$ cat src/rtl/byte_ser_pkg.sv
// Shared definitions for the byte serializer: FSM encoding, legal parameter
// bounds and the bit counter width helper.
package byte_ser_pkg;

   typedef enum logic [1:0] {
      IDLE  = 2'd0,
      SHIFT = 2'd1,
      GAP   = 2'd2
   } ser_state_t;

   localparam int WIDTH_MIN = 2;
   localparam int WIDTH_MAX = 32;
   localparam int GAP_MIN   = 0;
   localparam int GAP_MAX   = 15;
   localparam int GAP_CNT_W = 4;

   // Enough bits to count 0..width-1.
   function automatic int cnt_width(input int width);
      return (width <= 2) ? 1 : $clog2(width);
   endfunction

endpackage

$ cat src/rtl/byte_serializer_if.sv
// Word-in / bit-out handshake bundle of the byte serializer.
interface byte_serializer_if #(
   parameter int WIDTH = 8
);

   logic [WIDTH-1:0] din;
   logic             din_valid;
   logic             din_ready;
   logic             x;
   logic             x_valid;
   logic             busy;

   modport master (
      output din,
      output din_valid,
      input  din_ready,
      input  x,
      input  x_valid,
      input  busy
   );

   modport slave (
      input  din,
      input  din_valid,
      output din_ready,
      output x,
      output x_valid,
      output busy
   );

endinterface

$ cat src/rtl/byte_ser_hold.sv
// One-word hold register in front of the shifter; ready depends only on the
// registered full flag so upstream sees no combinational path.
module byte_ser_hold
   import byte_ser_pkg::*;
#(
   parameter int WIDTH = 8
) (
   input  logic             clk,
   input  logic             rst,
   input  logic [WIDTH-1:0] din,
   input  logic             din_valid,
   input  logic             load,
   output logic [WIDTH-1:0] hold_data,
   output logic             hold_full,
   output logic             din_ready
);

   logic accept;

   assign din_ready = ~hold_full;
   assign accept    = din_valid & ~hold_full;

   // A load and an accept on the same edge leave the register full with the new word.
   always_ff @(posedge clk) begin
      if (rst) begin
         hold_data <= '0;
         hold_full <= 1'b0;
      end else begin
         if (accept) begin
            hold_data <= din;
         end
         hold_full <= accept | (hold_full & ~load);
      end
   end

endmodule

$ cat src/rtl/byte_serializer.sv
// Parallel-to-serial converter: a hold register feeds a shift register that
// emits one bit per cycle, optionally followed by forced idle cycles.
module byte_serializer
   import byte_ser_pkg::*;
#(
   parameter int WIDTH      = 8,
   parameter bit MSB_FIRST  = 1'b1,
   parameter int GAP_CYCLES = 0
) (
   input  logic              clk,
   input  logic              rst,
   byte_serializer_if.slave  bus
);

   localparam int                   CNT_W    = cnt_width(WIDTH);
   localparam logic [CNT_W-1:0]     LAST_BIT = CNT_W'(WIDTH - 1);
   localparam logic [GAP_CNT_W-1:0] LAST_GAP = GAP_CNT_W'((GAP_CYCLES > 0) ? GAP_CYCLES - 1 : 0);

   if (WIDTH < WIDTH_MIN || WIDTH > WIDTH_MAX) begin : g_bad_width
      $error("byte_serializer: WIDTH out of range");
   end
   if (GAP_CYCLES < GAP_MIN || GAP_CYCLES > GAP_MAX) begin : g_bad_gap
      $error("byte_serializer: GAP_CYCLES out of range");
   end

   ser_state_t           state;
   ser_state_t           state_next;
   logic [WIDTH-1:0]     shift_reg;
   logic [WIDTH-1:0]     shift_next;
   logic [CNT_W-1:0]     bit_cnt;
   logic [GAP_CNT_W-1:0] gap_cnt;
   logic                 load;
   logic                 head;
   logic [WIDTH-1:0]     hold_data;
   logic                 hold_full;

   byte_ser_hold #(
      .WIDTH(WIDTH)
   ) u_hold (
      .clk       (clk),
      .rst       (rst),
      .din       (bus.din),
      .din_valid (bus.din_valid),
      .load      (load),
      .hold_data (hold_data),
      .hold_full (hold_full),
      .din_ready (bus.din_ready)
   );

   always_ff @(posedge clk) begin
      if (rst) begin
         state <= IDLE;
      end else begin
         state <= state_next;
      end
   end

   // Next-state decision; load pulls the held word into the shifter.
   always_comb begin
      state_next = state;
      load       = 1'b0;
      unique case (state)
         IDLE: begin
            if (hold_full) begin
               load       = 1'b1;
               state_next = SHIFT;
            end
         end
         SHIFT: begin
            if (bit_cnt == LAST_BIT) begin
               if (GAP_CYCLES > 0) begin
                  state_next = GAP;
               end else if (hold_full) begin
                  load       = 1'b1;
                  state_next = SHIFT;
               end else begin
                  state_next = IDLE;
               end
            end
         end
         GAP: begin
            if (gap_cnt == LAST_GAP) begin
               if (hold_full) begin
                  load       = 1'b1;
                  state_next = SHIFT;
               end else begin
                  state_next = IDLE;
               end
            end
         end
         default: begin
            state_next = IDLE;
         end
      endcase
   end

   assign shift_next = MSB_FIRST ? {shift_reg[WIDTH-2:0], 1'b0} : {1'b0, shift_reg[WIDTH-1:1]};
   assign head       = MSB_FIRST ? shift_reg[WIDTH-1] : shift_reg[0];

   // Counters wrap back to zero at the end of each word or gap.
   always_ff @(posedge clk) begin
      if (rst) begin
         shift_reg <= '0;
         bit_cnt   <= '0;
         gap_cnt   <= '0;
      end else begin
         if (load) begin
            shift_reg <= hold_data;
            bit_cnt   <= '0;
         end else if (state == SHIFT) begin
            shift_reg <= shift_next;
            bit_cnt   <= (bit_cnt == LAST_BIT) ? '0 : bit_cnt + 1'b1;
         end
         if (state == GAP && state_next == GAP) begin
            gap_cnt <= gap_cnt + 1'b1;
         end else begin
            gap_cnt <= '0;
         end
      end
   end

   assign bus.x       = (state == SHIFT) & head;
   assign bus.x_valid = (state == SHIFT);
   assign bus.busy    = (state != IDLE) | hold_full;

endmodule

$ cat src/flat_wrapper.sv
// flat-port wrapper written by rule: the top's interface ports become plain ports
module byte_serializer_flat import byte_ser_pkg::*;
#(
   parameter int WIDTH      = 8,
   parameter bit MSB_FIRST  = 1'b1,
   parameter int GAP_CYCLES = 0
)
  (clk, rst, bus_din, bus_din_valid, bus_din_ready, bus_x, bus_x_valid, bus_busy);
  byte_serializer_if #(.WIDTH(WIDTH)) bus_i ();
  input  logic clk;
  input  logic rst;
  input wire logic [$bits(bus_i.din)-1:0] bus_din;
  input wire logic [$bits(bus_i.din_valid)-1:0] bus_din_valid;
  output wire logic [$bits(bus_i.din_ready)-1:0] bus_din_ready;
  output wire logic [$bits(bus_i.x)-1:0] bus_x;
  output wire logic [$bits(bus_i.x_valid)-1:0] bus_x_valid;
  output wire logic [$bits(bus_i.busy)-1:0] bus_busy;
  assign bus_i.din = bus_din;
  assign bus_i.din_valid = bus_din_valid;
  assign bus_din_ready = bus_i.din_ready;
  assign bus_x = bus_i.x;
  assign bus_x_valid = bus_i.x_valid;
  assign bus_busy = bus_i.busy;
  byte_serializer #(.WIDTH(WIDTH), .MSB_FIRST(MSB_FIRST), .GAP_CYCLES(GAP_CYCLES)) u_core (.clk(clk), .rst(rst), .bus(bus_i));
endmodule
$ cat config.mk
export PLATFORM = sky130hd
export DESIGN_NAME = byte_serializer_flat
export DESIGN_NICKNAME = d
export VERILOG_FILES = /design/src/rtl/byte_ser_pkg.sv /design/src/rtl/byte_serializer_if.sv /design/src/rtl/byte_ser_hold.sv /design/src/rtl/byte_serializer.sv /design/src/flat_wrapper.sv
export SDC_FILE = /design/constraint.sdc
export NUM_CORES = 1
export LEC_CHECK = 0
export ABC_AREA = 1
export ABC_CLOCK_PERIOD_IN_PS = 3800
export BUFFER_PORTS_ARGS = -buffer_cell sky130_fd_sc_hd__buf_2
export CELL_PAD_IN_SITES_DETAIL_PLACEMENT = 0
export CELL_PAD_IN_SITES_GLOBAL_PLACEMENT = 1
export CORE_MARGIN = 3
export CORE_UTILIZATION = 40
export DETAILED_ROUTE_END_ITERATION = 10
export GPL_TIMING_DRIVEN = 0
export PLACE_DENSITY_LB_ADDON = 0.3
export SKIP_LAST_GASP = 1
export SYNTH_ARGS = -nofsm -noshare
export SYNTH_HDL_FRONTEND = slang
export SYNTH_HIERARCHICAL = 1
export SYNTH_SLANG_ARGS = --single-unit
$ cat constraint.sdc
create_clock -name clk -period 3.8 [get_ports clk]
set_clock_uncertainty 0.1 [all_clocks]
set_input_delay 0.76 -clock clk [delete_from_list [all_inputs] [get_ports clk]]
set_output_delay 0.76 -clock clk [all_outputs]
set_load 0.02 [all_outputs]
; ---- Word-level counts from Yosys, hierarchy flattened
; Index checks and enable logic that the tools add are counted.
[word_totals]
register_bits = 26
in_bits = 11
out_inout_bits = 4
[classes]
add_sub_neg = 2
n_eq_ne = 4
n_mux = 12
bitwise = 8
reduce_logical = 7
[ops]
columns = operator, n
row1 = $mux 8, 2
row2 = $mux 2, 3
row3 = $pmux 2 s3, 1
row4 = $add 4x1->4 const B, 1
row5 = $eq 2x2->1 const B, 2
row6 = $logic_not 4->1, 1
row7 = $mux 1, 4
row8 = $reduce_bool 2->1, 2
row9 = $reduce_or 2->1, 2
row10 = $add 3x1->3 const B, 1
row11 = $and 1x1->1, 3
row12 = $eq 3x3->1 const B, 1
row13 = $mux 3, 1
row14 = $not 1->1, 3
row15 = $pmux 1 s3, 1
row16 = $eq 2x1->1 const B, 1
row17 = $logic_not 2->1, 1
row18 = $or 1x1->1, 2
row19 = $logic_and 1x1->1, 1

; ---- Logic depth before layout (Yosys ltp)
[logic_depth]
word_depth = 7
ltp_mapped = 12
mapped_depth_nobuf = 11

; ---- By module
; Netlist, hierarchy kept.
[modules_own_cells]
columns = mod, instances, cells_each, area_per_inst_um2, seq_area_each_um2
row1 = byte_serializer, 1, 145, 1029.7, 340.3
row2 = byte_ser_hold, 1, 58, 390.4, 180.2

; ---- Worst setup path after synthesis
; Ideal clock, no wire load.
[synth_path]
path_type = register -> output
start = reg u_core.state[0]
end = out bus_busy
arrival_ps = 1018
setup_slack_ps = 1922
stages_incl_launch_ff = 5
cell_sequence = dfxtp_1 -> inv_1 -> ha_1 -> inv_1 -> or2_2
[synth_via]
elab_chain_len = 2
[synth_lines]
columns = element, line_no
row1 = start: declaration, byte_serializer.sv:26  ; ser_state_t state;
row2 = start signal: assignment, byte_serializer.sv:54  ; state <= state_next;
row3 = $reduce_bool 2->1, byte_serializer.sv:124  ; assign bus.busy = (state != IDLE) | hold_full;
row4 = $or 1x1->1, byte_serializer.sv:124
row5 = end: declaration, flat_wrapper.sv:17  ; output wire logic [$bits(bus_i.busy)-1:0] bus_busy;
; No other way between the ends.

; ---- Final worst setup path
; Same ends and word-level chain as after synthesis.

==> metrics.md <==
| Metric | Value |
|---|---|
| DRT Wirelength | 2440 um |
| Post-synth net total | 222 |
| Max-cap violations | 0 |
| Delay-heaviest family, CP | buffers and inverters |
| Cell breakdown of the critical path | inv_1 -> ha_1 -> inv_1 -> or2_2 -> buf_2 |
| Slew Limit Fails | 0 |
| Synth cell types | 23 |
| Worst-path clk slew | 0.13 ns |
| Total CTS buffers | 3 |
| Clk sinks | 26 |
| Reg-to-reg slack, setup | 1.91 ns |
| GRT overflow | 0 |
| Worst-Margin Slew | 0.467 ns |
| RD Place Congestion | 0.762 |
| Outcome | finished clean |
| Power Density | 353 nW/um2 |
| Lkg Pwr | 0.768 nW |
| Crit path arrival time | 1.52 ns |
| Net Sw Frac | 30.4% |
| Crit path max fanout | 5 |
| Starting Density | 41.9% |
| CTS tree | done |
| # fillers | 337 |
| Row count | 21 |
| Setup TNS | 0 ns |
| Worst setup EP type | output port |
| Slowest-stage cell, CP | dfxtp_1 |
| Ys Warns | 6 |
| Placed Cells | 262 |
| FF+latch count, synth | 26 |
| Synth Instances | 203 |
| Final nets | 240 |
| Sequential share of the synthesized area | 36.7% |
| Die height | 65.6 um |
| Hold path depth | 2 |
| Die area | 4300 um2 |
| Relative slew slack | 68.8% |
| R2r endpoint | u_core/u_hold/hold_full |
| Final min period | 2.38 ns |
| Share of cells above drive strength 1 | 17.4% |
| Tcrit/Tclk final | 62.7% |
| Hold endpoint | u_core/bit_cnt[1] |
| CTS Buffer Depth | 2 |
| Detailed-route DRC error count | 0 |
| Gate power share | 24.0% |
| Vias in the first global route | 1183 |
| Reg2Reg Depth | 11 |
| # H-tree levels | 1 |
| Vias/cell | 4.31 |
| DRT antenna net count | 0 |
| Largest net degree at the start of global routing | 14 |
| Setup repair bufs after CTS | 0 |
| Internal power | 0.385 mW |
| Via Count | 1141 |
| Root Driver | clkbuf_4 |
| Post-CTS sizing | 0 |
| I/O pin cnt | 15 |
| Clock latency on the worst-skew pair | 0.30 ns |
| RSZ-0062 raised after global routing | false |
| Detailed placer's ending HPWL | 1910 um |
| Routed WL per cell | 9.19 um |
| Hold_buf cts | 0 |
| Req. time, crit path | 2.94 ns |
| Hold crit path type | register to register |
| Starting DRC count in detailed routing | 40 |
| Fmax | 419 MHz |
| Initial antenna violation count | 0 |
| VDD IR max | 0.130 mV |
| Flop pwr share | 56.1% |
| Finished Layout Cells | 265 |
| Final Hold Viols | 0 |
| HP Start | u_core/bit_cnt[1] |
| Psw | 0.168 mW |
| First-pass GRT wire length | 4660 um |
| Crit Path Class | register to output port |
| DR pass1 iterations | 4 |
| Core region area | 3390 um2 |
| Max incr delay on CP | 0.37 ns |
| Worst setup SP type | register |
| I/O Buffers | 13 |
| Clock network power share | 20.0% |
| FF-to-FF Start | u_core/state[0] |
| CP Buf/Inv Count | 3 |
| Area of placed instances | 1540 um2 |
| Total Routing Usage GR | 13.4% |
| Ant diodes | 0 |
| Most frequent cell on the critical path | inv_1 |
| Setup Viol. Count Final | 0 |
| Layout area overhead | 10.2% |
| Mapped Area | 1420 um2 |
| Die width | 65.6 um |
| Final non-filler cell area | 1570 um2 |
| Synthesized area per cell | 7.00 um2 |
| Total power | 0.553 mW |
## Yosys cell counts
| library cell | count | share of area, % |
|---|---|---|
| nand2_4 | 2 | 1.6 |
| buf_6 | 2 | 1.6 |
| ha_1 | 8 | 7.0 |
| dfxtp_1 | 26 | 37 |
| clkinv_1 | 1 | 0.26 |
| nand3_4 | 2 | 2.5 |
| xor2_1 | 1 | 0.62 |
| or2_2 | 1 | 0.44 |
| nand2_1 | 48 | 13 |
| nor2_4 | 1 | 0.79 |
| nand4_1 | 1 | 0.44 |
| nor2_1 | 39 | 10 |
| o21a_1 | 1 | 0.53 |
| o211ai_1 | 1 | 0.53 |
| nor3_1 | 2 | 0.70 |
| a21oi_1 | 5 | 1.8 |
| inv_2 | 2 | 0.53 |
| nand3_1 | 10 | 3.5 |
| nand2_2 | 4 | 1.8 |
| nor2_2 | 8 | 3.5 |
| xnor2_1 | 1 | 0.62 |
| inv_1 | 30 | 7.9 |
| nand3b_1 | 7 | 3.7 |
## layout by cell type, fill, tap and decap left out, types with 2 or more instances in the layout
master / count
nand2_4: 2
nor2_1: 39
nand2_2: 4
buf_2: 13
a21oi_1: 5
buf_6: 2
nor2_2: 8
nor3_1: 2
inv_1: 30
nand3b_1: 7
nand2_1: 48
nand3_1: 10
dfxtp_1: 26
ha_1: 8
clkbuf_4: 3
inv_2: 2
nand3_4: 2
## power by group through the flow
stage / Sequential [mW] / Combinational [mW] / Clock [mW]
after detailed placement: 0.316 / 0.134 / 0
after floorplan: 0.313 / 0.107 / 0
after CTS: 0.310 / 0.134 / 0.119
final: 0.310 / 0.132 / 0.110
after global placement: 0.315 / 0.131 / 0
after global routing: 0.313 / 0.158 / 0.129
## layer usage
| layer | track usage (%) | up-vias | share of wire [%] |
|---|---|---|---|
| met2 | 23.5 | 18 | 43 |
| met4 | 3.89 | 0 | 0.62 |
| met5 | 0 | - | 0 |
| met3 | 2.05 | 2 | 3.9 |
| li1 | - | 645 | - |
| met1 | 16.8 | 476 | 52 |
## worst register-to-register path, stage by stage (launching register included)
cell     delay, ns
dfxtp_1       0.42
inv_1         0.13
ha_1          0.27
o21a_1        0.19
nand2_2       0.08
nand2_4       0.07
nand3_4       0.11
buf_6         0.18
inv_1         0.06
inv_1         0.05
nand2_1       0.04
a21oi_1       0.14
## logic make-up (layout without fill, tap and decap cells)
logic type,after synthesis,after routing,share of synthesized area [%]
fa+ha+maj,8,8,7.05
simple gates,125,125,41.9
compound gates,7,7,2.82
flops,26,26,36.7
buf+inv,35,51,10.3
xor+xnor,2,2,1.23
## final cells by class
cell class	count	area [um2]	area share (%)
multi-input combinational	142	753	48.1
sequential	26	520	33.3
inverter	33	124	7.91
timing repair buffer	13	65.1	4.16
tap	46	57.6	3.68
clock buffer	3	22.5	1.44
buffer	2	22.5	1.44
## worst max path at each step
stage,from,to,slack [ns],cells past startpoint
after floorplan,u_core/state[0],bus_busy,1.92,4
after global placement,u_core/state[0],bus_busy,1.77,5
after detailed placement,u_core/state[0],bus_busy,1.75,5
after CTS,u_core/state[0],bus_busy,1.38,5
after global routing,u_core/state[0],bus_busy,1.27,5
final,u_core/state[0],bus_busy,1.42,5
## through the flow
step / setup slack (ns) / utilization [%] / hold slack (ns)
floorplan: 1.92 / - / 0.330
global placement: 1.77 / 45.5 / 0.343
detailed placement: 1.75 / 45.5 / 0.358
global route: 1.27 / 46.2 / 0.412
CTS: 1.38 / 46.2 / 0.378
finish: 1.42 / 46.2 / 0.375
Power figures use the tool's default switching activity.
